### src/rtl/point_sequencer.sv
// point_sequencer
// Sequences a rally: serve (one-cycle ball respawn), play, a timed freeze after
// each point, and a terminal match-over state. Point events are detected from
// score changes reported by the judge.
//
// Ports:
//   clk, rst          clock, synchronous active-high reset
//   score_player1/2   current scores from the judge (4-bit, unsigned)
//   flag_point        scorer tie-break when both scores change together (0 = p1)
//   endgame           match-over level from the judge
//   thirdtouched      touch-limit fault level from the judge
//   freeze            high while ball and player physics must hold position
//   respawn           one-cycle pulse: ball loads serve_x/serve_y, zero velocity
//   serve_side        0 = player 1 serves, 1 = player 2 serves
//   serve_x, serve_y  ball respawn coordinates
//   point_banner      01 = player 1 scored, 10 = player 2 scored (PAUSE only)
//   fault_banner      third-touch fault indicator
//   winner            00 = running, 01 = player 1 won, 10 = player 2 won
module point_sequencer #(
  parameter int PAUSE_CYCLES = 97_500_000,
  parameter int SERVE_X1     = 250,
  parameter int SERVE_X2     = 773,
  parameter int SERVE_Y      = 300
) (
  input  logic        clk,
  input  logic        rst,
  input  logic [3:0]  score_player1,
  input  logic [3:0]  score_player2,
  input  logic        flag_point,
  input  logic        endgame,
  input  logic        thirdtouched,
  output logic        freeze,
  output logic        respawn,
  output logic        serve_side,
  output logic [11:0] serve_x,
  output logic [11:0] serve_y,
  output logic [1:0]  point_banner,
  output logic        fault_banner,
  output logic [1:0]  winner
);

  typedef enum logic [1:0] {SERVE, PLAY, PAUSE, OVER} state_t;

  localparam logic [26:0] PAUSE_LAST = 27'(PAUSE_CYCLES - 1);

  state_t      state;
  logic [26:0] counter;
  logic [3:0]  prev_p1;
  logic [3:0]  prev_p2;

  logic p1_changed;
  logic p2_changed;
  logic score_event;
  logic scorer;

  always_comb begin
    p1_changed  = (score_player1 != prev_p1);
    p2_changed  = (score_player2 != prev_p2);
    score_event = p1_changed | p2_changed;
    // flag_point only breaks the tie when both scores move in the same cycle
    scorer      = (p1_changed && p2_changed) ? flag_point : p2_changed;
  end

  // Reset also reloads prev_* with the live scores so nonzero judge reset
  // values do not look like a point.
  always_ff @(posedge clk) begin
    prev_p1 <= score_player1;
    prev_p2 <= score_player2;
  end

  always_ff @(posedge clk) begin
    if (rst) begin
      state        <= SERVE;
      counter      <= '0;
      serve_side   <= 1'b0;
      point_banner <= '0;
      fault_banner <= 1'b0;
      winner       <= '0;
      freeze       <= 1'b1;
      respawn      <= 1'b0;
      serve_x      <= 12'(SERVE_X1);
      serve_y      <= 12'(SERVE_Y);
    end else if (state != OVER) begin
      if (endgame) begin
        state        <= OVER;
        winner       <= (score_player1 > score_player2) ? 2'b01 : 2'b10;
        freeze       <= 1'b1;
        respawn      <= 1'b0;
        point_banner <= '0;
      end else if (score_event) begin
        state        <= PAUSE;
        counter      <= '0;
        serve_side   <= scorer;
        serve_x      <= scorer ? 12'(SERVE_X2) : 12'(SERVE_X1);
        point_banner <= scorer ? 2'b10 : 2'b01;
        freeze       <= 1'b1;
        respawn      <= 1'b0;
        if (state == PLAY && thirdtouched)
          fault_banner <= 1'b1;
      end else begin
        case (state)
          // SERVE is held with respawn low only straight out of reset; that
          // cycle arms the pulse so the first serve follows reset release.
          SERVE: begin
            if (respawn) begin
              state   <= PLAY;
              respawn <= 1'b0;
              freeze  <= 1'b0;
            end else begin
              respawn      <= 1'b1;
              freeze       <= 1'b1;
              fault_banner <= 1'b0;
            end
          end
          PLAY: begin
            if (thirdtouched)
              fault_banner <= 1'b1;
          end
          PAUSE: begin
            if (counter == PAUSE_LAST) begin
              state        <= SERVE;
              counter      <= '0;
              respawn      <= 1'b1;
              point_banner <= '0;
              fault_banner <= 1'b0;
            end else begin
              counter <= counter + 27'd1;
            end
          end
          default: ;
        endcase
      end
    end
  end

endmodule

### config.mk
export PLATFORM = sky130hd
export DESIGN_NAME = point_sequencer
export DESIGN_NICKNAME = d
export VERILOG_FILES = /design/src/rtl/point_sequencer.sv
export SDC_FILE = /design/constraint.sdc
export NUM_CORES = 1
export LEC_CHECK = 0
export CAP_MARGIN = 10
export CORE_MARGIN = 2
export CORE_UTILIZATION = 57
export CTS_BUF_LIST = sky130_fd_sc_hd__clkbuf_16
export DETAILED_ROUTE_END_ITERATION = 8
export PLACE_DENSITY = 0.93
export SLEW_MARGIN = 20
export SYNTH_ARGS = -nofsm -noshare
export SYNTH_HDL_FRONTEND = slang
export SYNTH_SLANG_ARGS = --single-unit
export TNS_END_PERCENT = 100
### constraint.sdc
create_clock -name clk -period 6.1 [get_ports clk]
set_clock_uncertainty 0.2 [all_clocks]
set_input_delay 1.22 -clock clk [delete_from_list [all_inputs] [get_ports clk]]
set_output_delay 1.22 -clock clk [all_outputs]
set_load 0.005 [all_outputs]
**Word-level counts from Yosys, hierarchy flattened**

Cells that the tools add are included.

- Output and inout bits: 32
- Register bits after elaboration: 57
- Word-level logic and storage cells: 73

- Eq/ne operators: 12
- Bitwise operators: 2
- Multiplexer cells: 29
- Reductions and logical operators: 17
- Add/subtract/negate cells: 1
- Magnitude comparators: 1

Operators by type and width:

| cell | number |
|---|---|
| 27-bit two-way mux | 3 |
| 27-bit by 1-bit adder with 27-bit output, second input constant | 1 |
| 27-bit equality test, second input constant | 1 |
| 2-bit two-way mux | 9 |
| 1-bit two-way mux | 13 |
| 3-bit AND reduction | 4 |
| 10-bit two-way mux | 1 |
| 3-bit inequality test, second input constant | 3 |
| 3-bit nonzero test | 3 |
| 4-bit inequality test | 2 |
| 4-bit inequality test, second input constant | 2 |
| 4-bit nonzero test | 2 |
| 7-bit AND reduction | 1 |
| 4-bit > comparator | 1 |
| 2-bit case mux with 2 select lines | 1 |
| 2-bit AND reduction | 2 |
| 4-bit AND reduction | 1 |
| 1-bit case mux with 3 select lines | 1 |
| 2-bit by 1-bit equality test with 1-bit output, second input constant | 1 |
| 2-bit equality test, second input constant | 1 |
| 1-bit logical AND | 2 |
| 2-bit zero test | 1 |
| 2-bit by 1-bit inequality test with 1-bit output, second input constant | 1 |
| 2-bit inequality test, second input constant | 1 |
| other kinds (4) | 4 |

**Depth between registers and ports, before layout**

Gate-level depths: netlist of the first run.

- Depth in word-level cells: 6
- Gate-level depth with buffers: 7
- Mapped depth without buffers: 7

**Least setup slack after synthesis of the first run**

OpenSTA, ideal clock, no wires.

- Path kind: input-to-reg
- From: input port score_player1[0]
- To: register counter[23]
- Stages on the path: 5
- Setup slack: 3055 ps
- Data arrival time: 2760 ps
- Data required time: 5814 ps
- Cell sequence: xnor2_1 > nand4_1 > o311ai_0 > o21ai_0 > a211oi_1

- Longest elaborated chain between the ends: 4
- Elaborated cells on any way between the ends: 5

Ends and longest elaborated chain:

| what | line | RTL |
|---|---|---|
| start, declared | 27 | `input logic [3:0] score_player1,` |
| 4-bit inequality test (*) | 57 | `p1_changed = (score_player1 != prev_p1);` |
| 1-bit OR (*) | 59 | `score_event = p1_changed \| p2_changed;` |
| 2-bit nonzero test (no line) | - |  |
| 3-bit AND reduction (no line) | - |  |
| end signal, assigned | 127 | `counter <= counter + 27'd1;` |
| end, declared | 47 | `logic [26:0] counter;` |

Every way passes the cells marked *; elsewhere a longest branch is shown, timed or not.
A chain may end at the register's enable or synchronous reset.

**Final worst setup path of the first run**

- From: input port endgame
- To: register counter[26]

- Longest elaborated chain between the ends: 2

Ends and longest elaborated chain:

| what | line | RTL |
|---|---|---|
| start, declared | 30 | `input logic endgame,` |
| 1-bit NOT (no line) | - |  |
| 3-bit AND reduction (no line) | - |  |

Every way passes these cells.

==> out/results.ini, run 1 <==
[logic_synthesis]
synth_flop_cell = dfxtp_1
synthMuxAreaShare = 0.00381
synth_adder_area_share = 0.0238
synth_edf_count = 0
synth.distinct_cells = 56
synth-compound-area-share = 0.190
synth_top_area_frac = 0.350
ys_ff_latch = 46
synth_area_leaders = dfxtp_1 (35%), buf_4 (6.6%), xnor2_1 (5.0%)
synth_area_sq_um = 2630
synthArstFlopShare = 0
synth_xor_area_frac = 0.0667
synth_warnings = 0
avgSynthCellArea_sq_um = 8.64
yosysSeqAreaShare = 0.350
synthSimpleGateAreaFrac = 0.247
syn_inst = 304
synth_commonest_cells = dfxtp_1 (46), buf_4 (23), nor3_1 (19)
synth_top_family_by_area = simple AND/OR/NAND/NOR gates
synth_top_area_cell = dfxtp_1
synth.most_common_cell = dfxtp_1

[setup_path]
crit_arrival_ns = 3.97
r2r_slack_ns = 3.17
rr_worst_depth = 6
crit-reg2reg-launch = counter[0]
startpoint_type = input pin
path_class = in2reg
cp.required_ns = 6.09
critPathLaunch = endgame
crit_end = counter[26]
critPathCaptureType = register
crit_fanout = 13
r2r-end = counter[14]

[pwr]
seqPwrFrac = 0.496
p_per_area_nw_per_um2 = 217
max-vdd-ir-drop_uv = 181
cellInternalPower_mw = 0.487
p_leak_nw = 0.943
combPwrFrac = 0.115
p_switching_mw = 0.147
switching_share = 0.231
pwr-share-clk = 0.389

[timing]
maxSlewViolCount = 0
setup_viol = 0
slew_headroom = 0.300
worst_slew_pin_slew_ns = 1.04
tns_ns = 0
fin_crit_ns = 3.98
period_share = 0.652
rsz0062_at_grt = false
fmax_mhz = 252
hold_viol_final = 0

[global_route]
grt_max_degree = 39
grt_pass1_wl_mm = 9.63
grt_pass1_vias = 2092
grt-ovfl-total = 0
antenna_found_initial = 0
grt_use_total = 0.232

[worst_hold_path]
worstHoldPathType = reg2reg

[routing]
routed_wl_mm = 5.74
ant_nets = 0
via_count = 2351
drt_iter0_drc = 220
first_pass_iters = 4
route.detailed.drc = 0
wl_per_cell_microns = 15.6
vias_per_cell = 6.39

[status]
outcome = finished, final reports clean

[clocking]
clock_sinks = 46
cts_buffers = 5
cts_max_level = 2
clk_pin_slew_worst_paths_ns = 0.06
cts_tree = built
clock_latency_ns = 0.28
hold_buffers = 0
cts_resized = 0
cts_setup_buffers = 0
cts-root-buf = clkbuf_16
clock_path_buffers = 2

[floorplan]
die_y_microns = 71.9
dieArea_sq_um = 5170
io_pins = 45
rows = 24
core_sq_um = 4380
start_util = 0.599
dieWidth_microns = 71.9

[layout]
diodes = 0
nets = 335
utilization = 0.666
syn2layout_area_growth_pct = 11.1
drive_gt1_frac = 0.0601

[placed_design]
port_buffers = 30
place.gp.congestion = 0.871
dpl.hpwl_mm = 4.04

[flow_run]
maxCapViolCount = 0

==> worst min path at each step <==
stage          startpoint        end  slack, ns  depth (start not counted)
4_1_cts         winner[0]  winner[0]       0.26                          2
5_1_grt         winner[0]  winner[0]       0.29                          2
3_3_place_gp    winner[0]  winner[0]       0.25                          2
6_report        winner[0]  winner[0]       0.25                          2
3_5_place_dp    winner[0]  winner[0]       0.25                          2
2_1_floorplan   winner[0]  winner[0]       0.25                          2
==> sequential cells by signal, summed over array words and instances, names as in the netlist, 2 cells and up <==
signal        flops
counter          27
prev_p1           4
prev_p2           4
point_banner      2
serve_x           2
state             2
winner            2
==> critical path, cell delays in order <==
cell	delay (ns)
clkdlybuf4s50_1	0.57
a21oi_1	0.82
o311ai_0	0.52
or4_1	0.61
a211oi_1	0.22
==> per-layer routing <==
layer / vias to the layer above / global-route usage / part of all wire / wire length, microns
met2: 119 / 0.380 / 0.49 / 2820
li1: 1134 / - / - / -
met5: - / 0 / 0 / 0
met1: 1087 / 0.303 / 0.43 / 2450
met3: 11 / 0.0514 / 0.069 / 397
met4: 0 / 0.0797 / 0.013 / 74
==> per-stage QoR <==
stage,area (sq um),hold WS [ns],std cells,setup WS [ns],power [mW]
final,2920,0.253,368,2.12,0.634
after global routing,2920,0.290,368,1.99,0.658
after CTS,2920,0.255,368,2.19,0.636
after detailed placement,2790,0.248,362,1.88,0.393
after global placement,2790,0.246,362,2.01,0.391
after floorplan,2670,0.253,316,3.05,0.374
==> placed cells by master, fill, tap and decap left out, types with 6 or more instances in the layout <==
cell type and count:
a211oi_1 13, a21oi_1 10, a311oi_1 6, clkdlybuf4s50_1 30
conb_1 14, dfxtp_1 46, inv_1 13, nand2_1 15
nand3_1 12, nand4_1 15, nor2_1 10, nor3_1 19
o21ai_0 12, xnor2_1 15
==> power by group through the flow <==
stage / logic (mW) / clock network [mW] / registers, mW
detailed placement: 0.0721 / 0 / 0.321
global placement: 0.0705 / 0 / 0.321
floorplan: 0.0555 / 0 / 0.319
global route: 0.0802 / 0.262 / 0.316
CTS: 0.0724 / 0.249 / 0.315
finish: 0.0727 / 0.246 / 0.315
==> area by class of cell <==
type	count	area [sq um]
tap	52	65.1
multi-input combinational	220	1450
sequential	46	921
fill	333	1470
clock buffer	5	125
inverter	13	48.8
timing repair buffer	31	308
clock inverter	1	3.75
==> logic make-up (layout without fill, tap and decap cells) <==
family / count (synthesis) / count (layout)
and+or+nand+nor: 111 / 111
AOI/OAI and AO/OA: 69 / 69
buffers and inverters: 50 / 50
DFF: 46 / 46
xor gates and xnor gates: 20 / 20
adders and majority gates: 5 / 5
other: 2 / 14
muxes: 1 / 1
(Power assumes the default switching activity.)
==> run 2, diff against run 1 <==
--- a/config.mk
+++ b/config.mk
@@ -7,10 +7,10 @@
 export LEC_CHECK = 0
 export CAP_MARGIN = 10
 export CORE_MARGIN = 2
-export CORE_UTILIZATION = 57
+export CORE_UTILIZATION = 48
 export CTS_BUF_LIST = sky130_fd_sc_hd__clkbuf_16
 export DETAILED_ROUTE_END_ITERATION = 8
-export PLACE_DENSITY = 0.93
+export PLACE_DENSITY = 0.84
 export SLEW_MARGIN = 20
 export SYNTH_ARGS = -nofsm -noshare
 export SYNTH_HDL_FRONTEND = slang
==> constraint.sdc (replaced) <==
create_clock -name clk -period 3.3 [get_ports clk]
set_clock_uncertainty 0.2 [all_clocks]
set_input_delay 0.66 -clock clk [delete_from_list [all_inputs] [get_ports clk]]
set_output_delay 0.66 -clock clk [all_outputs]
set_load 0.005 [all_outputs]
==> out/results.ini, run 2 (synthesis results as in run 1) <==
[status]
outcome = finished, final reports clean

[setup_path]
r2r-end = counter[13]
cp.required_ns = 3.26  ; -2.83 ns
rr_worst_depth = 7  ; +1
critPathLaunch = counter[0]
crit_fanout = 25  ; +12
path_class = reg2reg
r2r_slack_ns = 0.47  ; -2.70 ns
critPathCaptureType = register
crit_end = counter[13]
startpoint_type = register
crit-reg2reg-launch = counter[0]
crit_arrival_ns = 2.79  ; -1.18 ns

[floorplan]
dieArea_sq_um = 6080  ; +18%
die_y_microns = 78.0  ; +8.5%
io_pins = 45  ; unchanged
core_sq_um = 5200  ; +19%
rows = 26  ; +8.3%
start_util = 0.505  ; -0.0945
dieWidth_microns = 78.0  ; +8.5%

[timing]
maxSlewViolCount = 0  ; unchanged
period_share = 0.857
tns_ns = 0  ; unchanged
rsz0062_at_grt = false
setup_viol = 0  ; unchanged
worst_slew_pin_slew_ns = 0.679  ; -0.362 ns
hold_viol_final = 0  ; unchanged
slew_headroom = 0.543  ; +0.243
fin_crit_ns = 2.83
fmax_mhz = 354

[clocking]
cts-root-buf = clkbuf_16
cts_tree = built
clk_pin_slew_worst_paths_ns = 0.06  ; about the same
clock_latency_ns = 0.29  ; about the same
cts_buffers = 5  ; unchanged
cts_max_level = 2  ; unchanged
cts_setup_buffers = 0  ; unchanged
hold_buffers = 0  ; unchanged
clock_path_buffers = 2  ; unchanged
cts_resized = 0  ; unchanged
clock_sinks = 46  ; unchanged

[global_route]
grt_pass1_vias = 2235  ; +6.8%
grt-ovfl-total = 0  ; unchanged
grt_max_degree = 38  ; -2.6%
grt_pass1_wl_mm = 10.2  ; +6.0%
antenna_found_initial = 0  ; unchanged
grt_use_total = 0.205  ; -0.0262

[layout]
diodes = 0  ; unchanged
fin_cells = 395  ; +7.3%
nets = 344  ; +2.7%
largest-register = counter
largest_register_ffs = 27  ; unchanged
layout_commonest_cell = dfxtp_1
drive_gt1_frac = 0.0862  ; +0.0260
final_cell_mix = dfxtp_1 (46), clkdlybuf4s50_1 (30), nor3_1 (19)
reg.largest.list = counter x27, prev_p1 x4, prev_p2 x4
syn2layout_area_growth_pct = 14.5

[routing]
wl_per_cell_microns = 15.3  ; -1.9%
ant_nets = 0  ; unchanged
via_count = 2334  ; -0.72%
first_pass_iters = 4  ; unchanged
routed_wl_mm = 6.05  ; +5.3%
vias_per_cell = 5.91  ; -7.5%
route.detailed.drc = 0  ; unchanged
drt_iter0_drc = 204  ; -7.3%

[placed_design]
dpl.hpwl_mm = 4.38  ; +8.3%
placedCellCount = 389  ; +7.5%
port_buffers = 30  ; unchanged
place.gp.congestion = 0.875  ; +0.48%

[worst_hold_path]
worstHoldPathType = reg2reg

[flow_run]
maxCapViolCount = 0  ; unchanged

[pwr]
p_switching_mw = 0.283  ; +93%
switching_share = 0.238  ; +0.00662
seqPwrFrac = 0.489  ; -0.007
p_per_area_nw_per_um2 = 395  ; +82%
cellInternalPower_mw = 0.906  ; +86%
pwr-share-clk = 0.392  ; +0.003
max-vdd-ir-drop_uv = 251  ; +38%
combPwrFrac = 0.119  ; +0.004
p_leak_nw = 0.986  ; +4.5%

-- run 2: power by group through the flow --
| stage | Clock, mW | Sequential (mW) | Combinational, mW |
|---|---|---|---|
| final | 0.466 | 0.582 | 0.141 |
| after global routing | 0.497 | 0.584 | 0.154 |
| after CTS | 0.474 | 0.582 | 0.140 |
| after detailed placement | 0 | 0.594 | 0.140 |
| after global placement | 0 | 0.593 | 0.136 |
| after floorplan | 0 | 0.590 | 0.103 |
-- run 2: stage by stage --
stage	hold slack (ns)	cell area (sq um)	utilization	power [mW]	setup WS [ns]
2_1_floorplan	0.253	2670	-	0.692	0.808
3_3_place_gp	0.250	2880	0.553	0.729	0.336
3_5_place_dp	0.259	2880	0.553	0.734	0.292
4_1_cts	0.271	3010	0.578	1.20	0.512
5_1_grt	0.284	3010	0.578	1.23	0.344
6_report	0.268	3010	0.578	1.19	0.471
-- run 2: worst min-delay path by stage --
stage	startpoint	end	slack (ns)	cells after the start
after floorplan	winner[0]	winner[0]	0.25	2
after global placement	winner[0]	winner[0]	0.25	2
after detailed placement	winner[0]	winner[0]	0.26	2
after CTS	winner[0]	winner[0]	0.27	2
after global routing	winner[0]	winner[0]	0.28	2
final	winner[0]	winner[0]	0.27	2
-- run 2: routing by layer --
metal  global-route usage  wire length [microns]  vias to the layer above
met4               0.0632                     76                        0
met1                0.257                   2560                     1084
met5                    0                      0                        -
li1                     -                      -                     1143
met2                0.352                   3010                       98
met3               0.0465                    403                        9
-- run 2: worst max-delay path, stage by stage, from the launching register on --
cell	delay, ns
dfxtp_1	0.45
ha_1	0.25
nand3_1	0.15
or4_4	0.61
or3_4	0.43
a31oi_4	0.19
buf_4	0.31
nor3_1	0.10
-- run 2: final cells by class --
cell class | instances | area (sq um)
Timing Repair Buffer | 40 | 375
Clock buffer | 5 | 125
Fill cell | 464 | 2200
Clock inverter | 1 | 3.75
Multi-Input combinational cell | 220 | 1450
Inverter | 13 | 48.8
Sequential cell | 46 | 921
Tap cell | 70 | 87.6
